==> src/rtl/csr_trap_writer.sv <==
// ----------------------------------------------------------------------------
// csr_trap_writer
//
// Producer side of the register-file CSR write-back port. Accepts one
// CSR-class operation per handshake from EXU: CSRRW/CSRRS/CSRRC, ECALL, MRET,
// or a pending machine-timer interrupt. New CSR values are computed from the
// current register-file CSR outputs and presented as a one-cycle write pulse
// in the cycle after acceptance. The same pulse carries the old CSR value
// for rd and, for traps/returns, a fetch redirect.
//
// Parameters
//   XLEN    data width (only 64 is supported)
//   IRQ_EN  1: honour mtip; 0: mtip ignored and mip[7] never changes
//
// Ports
//   clock, reset             system clock, synchronous active-high reset
//   in_valid / in_ready      EXU handshake; in_ready is high only when idle
//   in_op                    0 NONE, 1 CSRRW, 2 CSRRS, 3 CSRRC, 4 ECALL,
//                            5 MRET; other encodings behave as NONE
//   in_pc                    pc of the operation
//   in_csr_addr, in_src      CSR address and rs1 value for CSR ops
//   mepc..mip                current CSR values from the register file
//   mtip                     machine timer interrupt level
//   wbcsren                  per-CSR write enables [0]mepc [1]mcause
//                            [2]mtvec [3]mstatus [4]mie [5]mip, [7:6]=0
//   wbmepc..wbmip            new CSR values, qualified by wbcsren
//   rd_valid, rd_data        old CSR value for rd (pulse)
//   redirect_valid/_pc       fetch restart target (pulse)
// ----------------------------------------------------------------------------
module csr_trap_writer #(
    parameter int XLEN   = 64,
    parameter bit IRQ_EN = 1'b1
) (
    input  logic            clock,
    input  logic            reset,
    input  logic            in_valid,
    output logic            in_ready,
    input  logic [2:0]      in_op,
    input  logic [XLEN-1:0] in_pc,
    input  logic [11:0]     in_csr_addr,
    input  logic [XLEN-1:0] in_src,
    input  logic [XLEN-1:0] mepc,
    input  logic [XLEN-1:0] mcause,
    input  logic [XLEN-1:0] mtvec,
    input  logic [XLEN-1:0] mstatus,
    input  logic [XLEN-1:0] mie,
    input  logic [XLEN-1:0] mip,
    input  logic            mtip,
    output logic [7:0]      wbcsren,
    output logic [XLEN-1:0] wbmepc,
    output logic [XLEN-1:0] wbmcause,
    output logic [XLEN-1:0] wbmtvec,
    output logic [XLEN-1:0] wbmstatus,
    output logic [XLEN-1:0] wbmie,
    output logic [XLEN-1:0] wbmip,
    output logic            rd_valid,
    output logic [XLEN-1:0] rd_data,
    output logic            redirect_valid,
    output logic [XLEN-1:0] redirect_pc
);

    typedef enum logic {
        StIdle  = 1'b0,
        StIssue = 1'b1
    } state_e;

    localparam logic [2:0] OpCsrrw = 3'd1;
    localparam logic [2:0] OpCsrrs = 3'd2;
    localparam logic [2:0] OpCsrrc = 3'd3;
    localparam logic [2:0] OpEcall = 3'd4;
    localparam logic [2:0] OpMret  = 3'd5;

    localparam logic [11:0] AddrMstatus = 12'h300;
    localparam logic [11:0] AddrMie     = 12'h304;
    localparam logic [11:0] AddrMtvec   = 12'h305;
    localparam logic [11:0] AddrMepc    = 12'h341;
    localparam logic [11:0] AddrMcause  = 12'h342;
    localparam logic [11:0] AddrMip     = 12'h344;

    localparam logic [XLEN-1:0] CauseMti   = {1'b1, {(XLEN-5){1'b0}}, 4'h7};
    localparam logic [XLEN-1:0] CauseEcall = {{(XLEN-4){1'b0}}, 4'hB};

    // Write-enable bit positions inside wbcsren
    localparam int EnMepc    = 0;
    localparam int EnMcause  = 1;
    localparam int EnMtvec   = 2;
    localparam int EnMstatus = 3;
    localparam int EnMie     = 4;
    localparam int EnMip     = 5;

    state_e          state_q, state_d;
    logic [7:0]      wbcsren_q, wbcsren_d;
    logic [XLEN-1:0] wbmepc_q, wbmepc_d;
    logic [XLEN-1:0] wbmcause_q, wbmcause_d;
    logic [XLEN-1:0] wbmtvec_q, wbmtvec_d;
    logic [XLEN-1:0] wbmstatus_q, wbmstatus_d;
    logic [XLEN-1:0] wbmie_q, wbmie_d;
    logic [XLEN-1:0] wbmip_q, wbmip_d;
    logic            rdValid_q, rdValid_d;
    logic [XLEN-1:0] rdData_q, rdData_d;
    logic            redirValid_q, redirValid_d;
    logic [XLEN-1:0] redirPc_q, redirPc_d;

    logic            inReady;
    logic            accept;
    logic            mipSync;
    logic            irqPend;
    logic            mipBit7;
    logic            csrHit;
    logic            csrWrite;
    logic [XLEN-1:0] csrOld;
    logic [XLEN-1:0] csrNew;
    logic [XLEN-1:0] trapStatus;
    logic [XLEN-1:0] mretStatus;
    logic [XLEN-1:0] trapTarget;

    // Handshake, interrupt qualification and the pure datapath that derives
    // candidate CSR values from the register-file outputs. A timer level that
    // disagrees with mip[7] needs a write to bring mip back in line.
    always_comb begin
        inReady  = (state_q == StIdle) && !reset;
        accept   = in_valid && inReady;
        mipSync  = IRQ_EN && (mip[7] != mtip);
        irqPend  = IRQ_EN && mstatus[3] && mie[7] && mtip;
        mipBit7  = IRQ_EN ? mtip : mip[7];

        csrHit = 1'b1;
        case (in_csr_addr)
            AddrMstatus: csrOld = mstatus;
            AddrMie:     csrOld = mie;
            AddrMtvec:   csrOld = mtvec;
            AddrMepc:    csrOld = mepc;
            AddrMcause:  csrOld = mcause;
            AddrMip:     csrOld = mip;
            default: begin
                csrOld = '0;
                csrHit = 1'b0;
            end
        endcase

        case (in_op)
            OpCsrrs: csrNew = csrOld | in_src;
            OpCsrrc: csrNew = csrOld & ~in_src;
            default: csrNew = in_src;
        endcase

        // Set/clear with a zero mask is a pure read and must not write.
        csrWrite = csrHit && ((in_op == OpCsrrw) || (in_src != '0));

        // Trap entry stacks MIE into MPIE; MRET restores it. MPP is pinned
        // to machine mode because this hart has no other privilege level.
        trapStatus        = mstatus;
        trapStatus[7]     = mstatus[3];
        trapStatus[3]     = 1'b0;
        trapStatus[12:11] = 2'b11;

        mretStatus        = mstatus;
        mretStatus[3]     = mstatus[7];
        mretStatus[7]     = 1'b1;
        mretStatus[12:11] = 2'b11;

        trapTarget = {mtvec[XLEN-1:2], 2'b00};
    end

    // Next-state and pulse generation. Pulse flags default to zero so that
    // every issue lasts exactly one cycle; wbm* data defaults to holding.
    always_comb begin
        logic            doTrap;
        logic [XLEN-1:0] trapCause;

        state_d      = state_q;
        wbcsren_d    = '0;
        rdValid_d    = 1'b0;
        redirValid_d = 1'b0;
        wbmepc_d     = wbmepc_q;
        wbmcause_d   = wbmcause_q;
        wbmtvec_d    = wbmtvec_q;
        wbmstatus_d  = wbmstatus_q;
        wbmie_d      = wbmie_q;
        wbmip_d      = wbmip_q;
        rdData_d     = rdData_q;
        redirPc_d    = redirPc_q;
        doTrap       = 1'b0;
        trapCause    = CauseEcall;

        case (state_q)
            StIdle: begin
                if (accept || mipSync) begin
                    state_d = StIssue;

                    if (accept) begin
                        // A pending interrupt pre-empts whatever EXU sent.
                        if (irqPend) begin
                            doTrap    = 1'b1;
                            trapCause = CauseMti;
                        end else begin
                            case (in_op)
                                OpCsrrw, OpCsrrs, OpCsrrc: begin
                                    rdValid_d = 1'b1;
                                    rdData_d  = csrOld;
                                    if (csrWrite) begin
                                        case (in_csr_addr)
                                            AddrMstatus: begin
                                                wbcsren_d[EnMstatus] = 1'b1;
                                                wbmstatus_d          = csrNew;
                                            end
                                            AddrMie: begin
                                                wbcsren_d[EnMie] = 1'b1;
                                                wbmie_d          = csrNew;
                                            end
                                            AddrMtvec: begin
                                                wbcsren_d[EnMtvec] = 1'b1;
                                                wbmtvec_d          = csrNew;
                                            end
                                            AddrMepc: begin
                                                wbcsren_d[EnMepc] = 1'b1;
                                                wbmepc_d          = csrNew;
                                            end
                                            AddrMcause: begin
                                                wbcsren_d[EnMcause] = 1'b1;
                                                wbmcause_d          = csrNew;
                                            end
                                            AddrMip: begin
                                                wbcsren_d[EnMip] = 1'b1;
                                                wbmip_d          = csrNew;
                                            end
                                            default: ;
                                        endcase
                                    end
                                end
                                OpEcall: begin
                                    doTrap    = 1'b1;
                                    trapCause = CauseEcall;
                                end
                                OpMret: begin
                                    wbcsren_d[EnMstatus] = 1'b1;
                                    wbmstatus_d          = mretStatus;
                                    redirValid_d         = 1'b1;
                                    redirPc_d            = mepc;
                                end
                                default: ;
                            endcase
                        end
                    end

                    if (doTrap) begin
                        wbcsren_d[EnMepc]    = 1'b1;
                        wbcsren_d[EnMcause]  = 1'b1;
                        wbcsren_d[EnMstatus] = 1'b1;
                        wbmepc_d             = in_pc;
                        wbmcause_d           = trapCause;
                        wbmstatus_d          = trapStatus;
                        redirValid_d         = 1'b1;
                        redirPc_d            = trapTarget;
                    end

                    // Resync of mip rides on this pulse; if software is also
                    // writing mip its value is kept, only bit 7 is forced.
                    if (mipSync && !wbcsren_d[EnMip]) begin
                        wbcsren_d[EnMip] = 1'b1;
                        wbmip_d          = mip;
                    end
                    if (wbcsren_d[EnMip]) begin
                        wbmip_d[7] = mipBit7;
                    end
                end
            end
            StIssue: begin
                state_d = StIdle;
            end
            default: begin
                state_d = StIdle;
            end
        endcase
    end

    // State and output registers; reset clears pulses and data alike.
    always_ff @(posedge clock) begin
        if (reset) begin
            state_q      <= StIdle;
            wbcsren_q    <= '0;
            wbmepc_q     <= '0;
            wbmcause_q   <= '0;
            wbmtvec_q    <= '0;
            wbmstatus_q  <= '0;
            wbmie_q      <= '0;
            wbmip_q      <= '0;
            rdValid_q    <= 1'b0;
            rdData_q     <= '0;
            redirValid_q <= 1'b0;
            redirPc_q    <= '0;
        end else begin
            state_q      <= state_d;
            wbcsren_q    <= wbcsren_d;
            wbmepc_q     <= wbmepc_d;
            wbmcause_q   <= wbmcause_d;
            wbmtvec_q    <= wbmtvec_d;
            wbmstatus_q  <= wbmstatus_d;
            wbmie_q      <= wbmie_d;
            wbmip_q      <= wbmip_d;
            rdValid_q    <= rdValid_d;
            rdData_q     <= rdData_d;
            redirValid_q <= redirValid_d;
            redirPc_q    <= redirPc_d;
        end
    end

    // The pulse registers were loaded at the accepting edge, so a reset
    // raised during the issue cycle has to mask them directly to cancel it.
    assign in_ready       = inReady;
    assign wbcsren        = reset ? 8'h00 : wbcsren_q;
    assign rd_valid       = rdValid_q && !reset;
    assign redirect_valid = redirValid_q && !reset;
    assign wbmepc         = wbmepc_q;
    assign wbmcause       = wbmcause_q;
    assign wbmtvec        = wbmtvec_q;
    assign wbmstatus      = wbmstatus_q;
    assign wbmie          = wbmie_q;
    assign wbmip          = wbmip_q;
    assign rd_data        = rdData_q;
    assign redirect_pc    = redirPc_q;

endmodule
==> config.mk <==
export PLATFORM = sky130hd
export DESIGN_NAME = csr_trap_writer
export DESIGN_NICKNAME = d
export VERILOG_FILES = /design/src/rtl/csr_trap_writer.sv
export SDC_FILE = /design/constraint.sdc
export NUM_CORES = 1
export LEC_CHECK = 0
export ABC_AREA = 0
export ABC_CLOCK_PERIOD_IN_PS = 2800
export BUFFER_PORTS_ARGS = -buffer_cell sky130_fd_sc_hd__buf_2
export CELL_PAD_IN_SITES_DETAIL_PLACEMENT = 1
export CELL_PAD_IN_SITES_GLOBAL_PLACEMENT = 1
export CORE_AREA = 2 2 407 409
export CTS_BUF_LIST = sky130_fd_sc_hd__clkbuf_8
export CTS_CLUSTER_SIZE = 24
export DETAILED_ROUTE_END_ITERATION = 6
export DIE_AREA = 0 0 409 411
export GPL_ROUTABILITY_DRIVEN = 0
export PLACE_DENSITY = 0.42
export SYNTH_ARGS = -nofsm -noshare
export SYNTH_HDL_FRONTEND = slang
export SYNTH_SLANG_ARGS = --single-unit
export TNS_END_PERCENT = 50
==> constraint.sdc <==
create_clock -name clock -period 2.8 [get_ports clock]
set_input_delay 0 -clock clock [delete_from_list [all_inputs] [get_ports clock]]
set_output_delay 0 -clock clock [all_outputs]
set_load 0.02 [all_outputs]
# [Word level (Yosys, flattened, before mapping)]
# Cells that the tools add are included.
[op_classes] eq_ne=17 n_bitwise=7 reduce_logical=41 mux=66
[op_table] cell="$mux 64" n=29
[op_table] cell="$pmux 64 s6" n=1
[op_table] cell="$pmux 64 s2" n=2
[op_table] cell="$eq 12x10->1 const B" n=6
[op_table] cell="$and 64x64->64" n=1
[op_table] cell="$not 64->64" n=1
[op_table] cell="$or 64x64->64" n=1
[op_table] cell="$reduce_bool 64->1" n=1
[op_table] cell="$reduce_and 7->1" n=7
[op_table] cell="$mux 6" n=5
[op_table] cell="$mux 1" n=23
[op_table] cell="$reduce_bool 2->1" n=10
[op_table] cell="$reduce_bool 3->1" n=5
[op_table] cell="$reduce_and 5->1" n=2
[op_table] cell="$logic_and 1x1->1" n=8
[op_table] cell="$mux 8" n=1
[op_table] cell="$eq 3x2->1 const B" n=2
[op_table] cell="$eq 3x3->1 const B" n=2
[op_table] cell="$reduce_or 3->1" n=2
[op_table] cell="$reduce_or 6->1" n=1
[op_table] cell="$reduce_or 5->1" n=1
[op_table] cell="$mux 2" n=2
[op_table] cell="$ne 2x1->1 const B" n=2
[op_table] cell="$not 1->1" n=4
[op_table] cell="9 further kinds" n=12
[totals] elab_cells=145 inputBits=531 reg_bits=523

# [Logic depth before layout (Yosys ltp)]
[logic_depth] word_depth=17 mapped_depth=11 depth_no_buf=7

# [Least setup slack after synthesis]
# No wires, ideal clock.
[synth_timing] path_type="flip-flop to flip-flop" startpoint="register state_q" endpoint="register redirPc_q[31], in the netlist redirect_pc[31]" setup_slack_ns=0.481 stages_incl_launch_ff=10 t_required_ns=2.709 path_buffers=4 period_less_slack_ns=2.319 t_arrival_ns=2.228 cell_sequence="dfxtp_1 > nor2_1 > and2_1 > clkbuf_1 > o21a_1 > clkbuf_1 > clkbuf_1 > clkbuf_1 > nand2_1 > a311oi_1"
[synth_between] elab_chain_cells=8 elab_cells_between_ends=12
[synth_rtl] element="from (decl)" line="91" text="state_e state_q, state_d;"
[synth_rtl] element="from (signal assigned)" line="280" text="state_q <= StIdle;"
[synth_rtl] element="from (signal assigned)" line="293" text="state_q <= state_d;"
[synth_rtl] element="$not 1->1 (no source line) (*)"
[synth_rtl] element="$logic_and 1x1->1 (*)" line="121" text="inReady = (state_q == StIdle) && !reset;"
[synth_rtl] element="named net in_ready" line="37" text="output logic in_ready,"
[synth_rtl] element="$logic_and 1x1->1 (*)" line="122" text="accept = in_valid && inReady;"
[synth_rtl] element="$mux 1" line="191" text="if (accept) begin"
[synth_rtl] element="$mux 1" line="188" text="if (accept || mipSync) begin"
[synth_rtl] element="$mux 1" line="186" text="case (state_q)"
[synth_rtl] element="$ne 2x1->1 (no source line) or $reduce_bool 2->1 (tied branches)"
[synth_rtl] element="$reduce_and 5->1 (no source line)"
[synth_rtl] element="to (signal assigned)" line="304" text="redirPc_q <= redirPc_d;"
[synth_rtl] element="to (decl)" line="102" text="logic [XLEN-1:0] redirPc_q, redirPc_d;"
# The timed path passes the listed nets; every way through them passes the cells marked *. The select of a mux whose other input is x is not followed.
# A chain may end at the register's enable or synchronous reset.

# [Final worst setup path]
[layout_timing] startpoint="input in_csr_addr[1]" endpoint="register wbmstatus_q[39], in the netlist wbmstatus[39]"
[layout_between] elab_chain_cells=10 elab_cells_between_ends=22
[layout_rtl] element="from (decl)" line="40" text="input logic [11:0] in_csr_addr,"
[layout_rtl] element="$eq 12x10->1 (on tied branches)" line="128, 202"
[layout_rtl] element="$pmux 64 s6" line="128" text="case (in_csr_addr)"
[layout_rtl] element="$and 64x64->64 or $or 64x64->64 (tied branches)" line="143, 142"
[layout_rtl] element="$pmux 64 s2" line="141" text="case (in_op)"
[layout_rtl] element="$mux 64" line="202" text="case (in_csr_addr)"
[layout_rtl] element="$mux 64" line="201" text="if (csrWrite) begin"
[layout_rtl] element="$pmux 64 s2" line="197" text="case (in_op)"
[layout_rtl] element="$mux 64" line="193" text="if (irqPend) begin"
[layout_rtl] element="$mux 64" line="191"
[layout_rtl] element="$mux 64" line="246" text="if (doTrap) begin"
[layout_rtl] element="to (signal assigned)" line="298" text="wbmstatus_q <= wbmstatus_d;"
[layout_rtl] element="to (decl)" line="96" text="logic [XLEN-1:0] wbmstatus_q, wbmstatus_d;"
# Several ways; a longest one is shown, not always the timed one. The select of a mux whose other input is x is not followed.

==> results.cfg <==
[floorplan]
dieArea_um2 = 168000
core_area_um2 = 164000
die_width_um = 409
die_h_um = 411
ioPinCount = 1054
start_util_pct = 15.6
rows = 149

[synth]
avgSynthCellArea_um2 = 8.41
yosysUniqueCellTypes = 65
synth_top_family_by_area = compound AO/OA/AOI/OAI gates
synth_simple_gate_area_share_pct = 18.7
ys_seq_elements = 521
synth_warnings = 0
synth.area.top_cells = dfxtp_1, nand2_1, mux2i_1
synth_area_um2 = 25600
synth_top_area_share_pct = 40.7
synth_cells = 3049
synth_top_area_cell = dfxtp_1
ys_seq_area_share_pct = 40.7
ys.flop_type = dfxtp_1
synthMuxAreaShare_pct = 7.69
synthAdderAreaFrac_pct = 0
synth-xor-area-share_pct = 0.0342
ys_async_sr_fraction_pct = 0
synth_edf_count = 0
synth_compound_area_share_pct = 25.7

[clock_network]
cts_num_sinks = 521
cts_inserted_buffers = 113
path_clk_slew_ns = 0.06
clk-insertion-delay-late_ns = 0.82
max-clock-path-buffers = 3
htreeDepth = 3
cts_tree = yes
clock_tree.root_cell = clkbuf_8

[pwr]
p_clk_share_pct = 41.2
ir_worst_vdd_v = 0.000343
pwr-share-seq_pct = 36.7
p_int_mw = 14.4
switching_share_pct = 31.7
switching_power_mw = 6.68
p_total_mw = 21.0
p_comb_share_pct = 22.1
power_density_nw_per_um2 = 455
leakage_nw = 20.2

[worst_hold_path]
hold_path.class = in2reg

[critical_path]
start_kind = input pin
r2r_setup_slack_ns = 0.16
crit_path_top_delay_cell = o31ai_1
cp_max_fo = 38
path_cells = clkbuf_4 -> nor2b_4 -> buf_12 -> a22oi_1 -> dlygate4sd3_1 -> o21a_1 -> o31ai_1 -> buf_4 -> mux2i_1 -> dlygate4sd3_1 -> mux2i_1
path_class = in2reg
slowest_delay_ns = 0.72
critPathArrivalTime_ns = 3.62
required_ns = 3.56
cp-end-kind = flop

[sta]
period_needed_ns = 2.87
clock-skew-final_ns = 0.0516
max_clock_freq_mhz = 349
rsz0062_at_grt = no
worst_slew_pin_slew_ns = 0.995
setup_slack_ns = -0.0656
min_period_over_period_pct = 102
drv_slew = 0
setup_viol = 1
hold_violations = 0
slew_headroom_pct = 33.7

[global_route]
grt_usage_pct = 22.7
grt_pass1_vias = 35300
antenna_found_initial = 32
grt_pass1_wl_um = 274000
grt_max_degree = 143
overflow = 0

[placed_design]
portBuffers = 1051
dp_hpwl_um = 144000
placed_area_um2 = 35000

[final_layout]
area_growth_pct = 80.2
layout-drive-gt1-share_pct = 31.3
nNetsFinal = 5546
post-route-cell-area_um2 = 46200

[route]
wl_per_cell_um = 27.3
dr.pass1.iters = 6
avgViaCountPerCell = 4.59
drc_errors = 0
routed_wl_um = 199000
drt_iter0_drc = 2180
ant_nets = 0
num_vias = 33500

[flow_run]
cap_violations = 0

[run_status]
violations = negative setup slack
status = finished with violations
cells in the mapped netlist (64+ instances only):
cell,number
mux2i_1,125
nor2_1,269
inv_1,123
o21a_1,66
nor3_1,64
nand2b_1,70
a21oi_1,140
buf_2,79
clkbuf_1,199
o21ai_0,119
nand4b_1,64
dfxtp_1,521
mux2_2,64
nand2_1,470
power groups by stage:
stage | Combinational [mW] | Sequential, mW | Clock, mW
after detailed placement | 3.50 | 7.88 | 0
after global routing | 4.91 | 7.74 | 9.34
after CTS | 4.60 | 7.73 | 9.05
after floorplan | 1.37 | 8.10 | 0
final | 4.64 | 7.73 | 8.67
after global placement | 3.49 | 7.88 | 0
worst max-delay path: cells and delay by family:
kind                   cells  cell delay, ns
buffers and inverters      5            1.90
AOI/OAI and AO/OA          3            1.13
and+or+nand+nor            1            0.24
muxes                      2            0.19
what timing repair did:
item | in CTS | in global routing
setup endpoints to repair | 385 | 220
cloned | 0 | 1
buffers inserted | 0 | 10
hold buffers | 882 | 2
pin swaps | 0 | 1
hold endpoints to repair | 517 | 2
gates resized for setup | 1 | 14
cells in the final DEF, fill, tap and decap left out, types with 3 or more instances in the layout:
cell type and instances:
o211ai_1 63, a311oi_1 62, nor2_1 267, nor3_1 63
mux2_2 64, a211oi_1 61, bufinv_16 4, o31ai_1 46
o31ai_2 16, buf_6 4, o21ai_0 119, a2111oi_1 7
diode_2 15, o21a_1 65, nand2_1 469, nand4_1 4
buf_2 1047, buf_12 62, nor2b_1 12, a21oi_1 139
inv_1 165, nand4b_1 64, nor4_1 18, dfxtp_1 520
clkbuf_8 133, a222oi_1 63, a22oi_1 63, buf_4 159
inv_6 3, nand2b_1 68, a2111oi_2 55, o21ai_4 4
nand3_1 61, o311a_1 63, clkinv_2 5, mux2i_1 125
dlygate4sd3_1 882
per-stage QoR:
step                      utilization [%]  hold slack (ns)  cells  setup TNS [ns]  setup WS, ns
after detailed placement             21.3            0.220   6196         -469.62         -1.36
after floorplan                         -           0.0944   3050               0         0.481
after global routing                 28.2           0.0717   7287               0       0.00342
after global placement               21.3            0.218   6196         -475.88         -1.33
final                                28.2            0.129   7293         -0.0656       -0.0656
after CTS                            28.1         0.000931   7267               0        0.0149
area by class of cell:
type / instances / area (um^2)
Fill cell: 19400 / 118000
Timing Repair Buffer: 2160 / 16700
Multi-Input combinational cell: 2094 / 13700
Sequential cell: 521 / 10400
Clock buffer: 133 / 1830
Clock inverter: 56 / 368
Tap cell: 2189 / 2740
Inverter: 125 / 479
Antenna cell: 15 / 37.5
flip-flops by register name, summed over array words and instances, names as in the netlist, 6 cells and up:
| register | cells |
|---|---|
| redirect_pc | 64 |
| wbmstatus | 64 |
| rd_data | 64 |
| wbmie | 64 |
| wbcsren_q | 6 |
| wbmip | 64 |
| wbmtvec | 64 |
| wbmcause | 64 |
| wbmepc | 64 |
layer usage:
layer	part of all wire (%)	up-vias	GRT usage (%)
met4	4.9	16	10.3
met3	6.0	352	4.77
li1	-	15000	-
met2	47	1336	38.2
met1	42	16800	27.5
met5	0.055	-	0
cells by family after synthesis:
kind of cell,Yosys count
other cells,1
buf+inv,435
compound gates,848
xor+xnor,1
simple gates,1054
mux,189
flops,521
final timing paths:
kind	depth (start not counted)	start	to
min reg2reg	2	wbmie[42]	wbmie[42]
min	5	in_csr_addr[0]	wbcsren_q[5]
max	11	in_csr_addr[1]	wbmstatus[39]
max reg2reg	8	state_q	redirect_pc[43]
(Power assumes the default switching activity.)
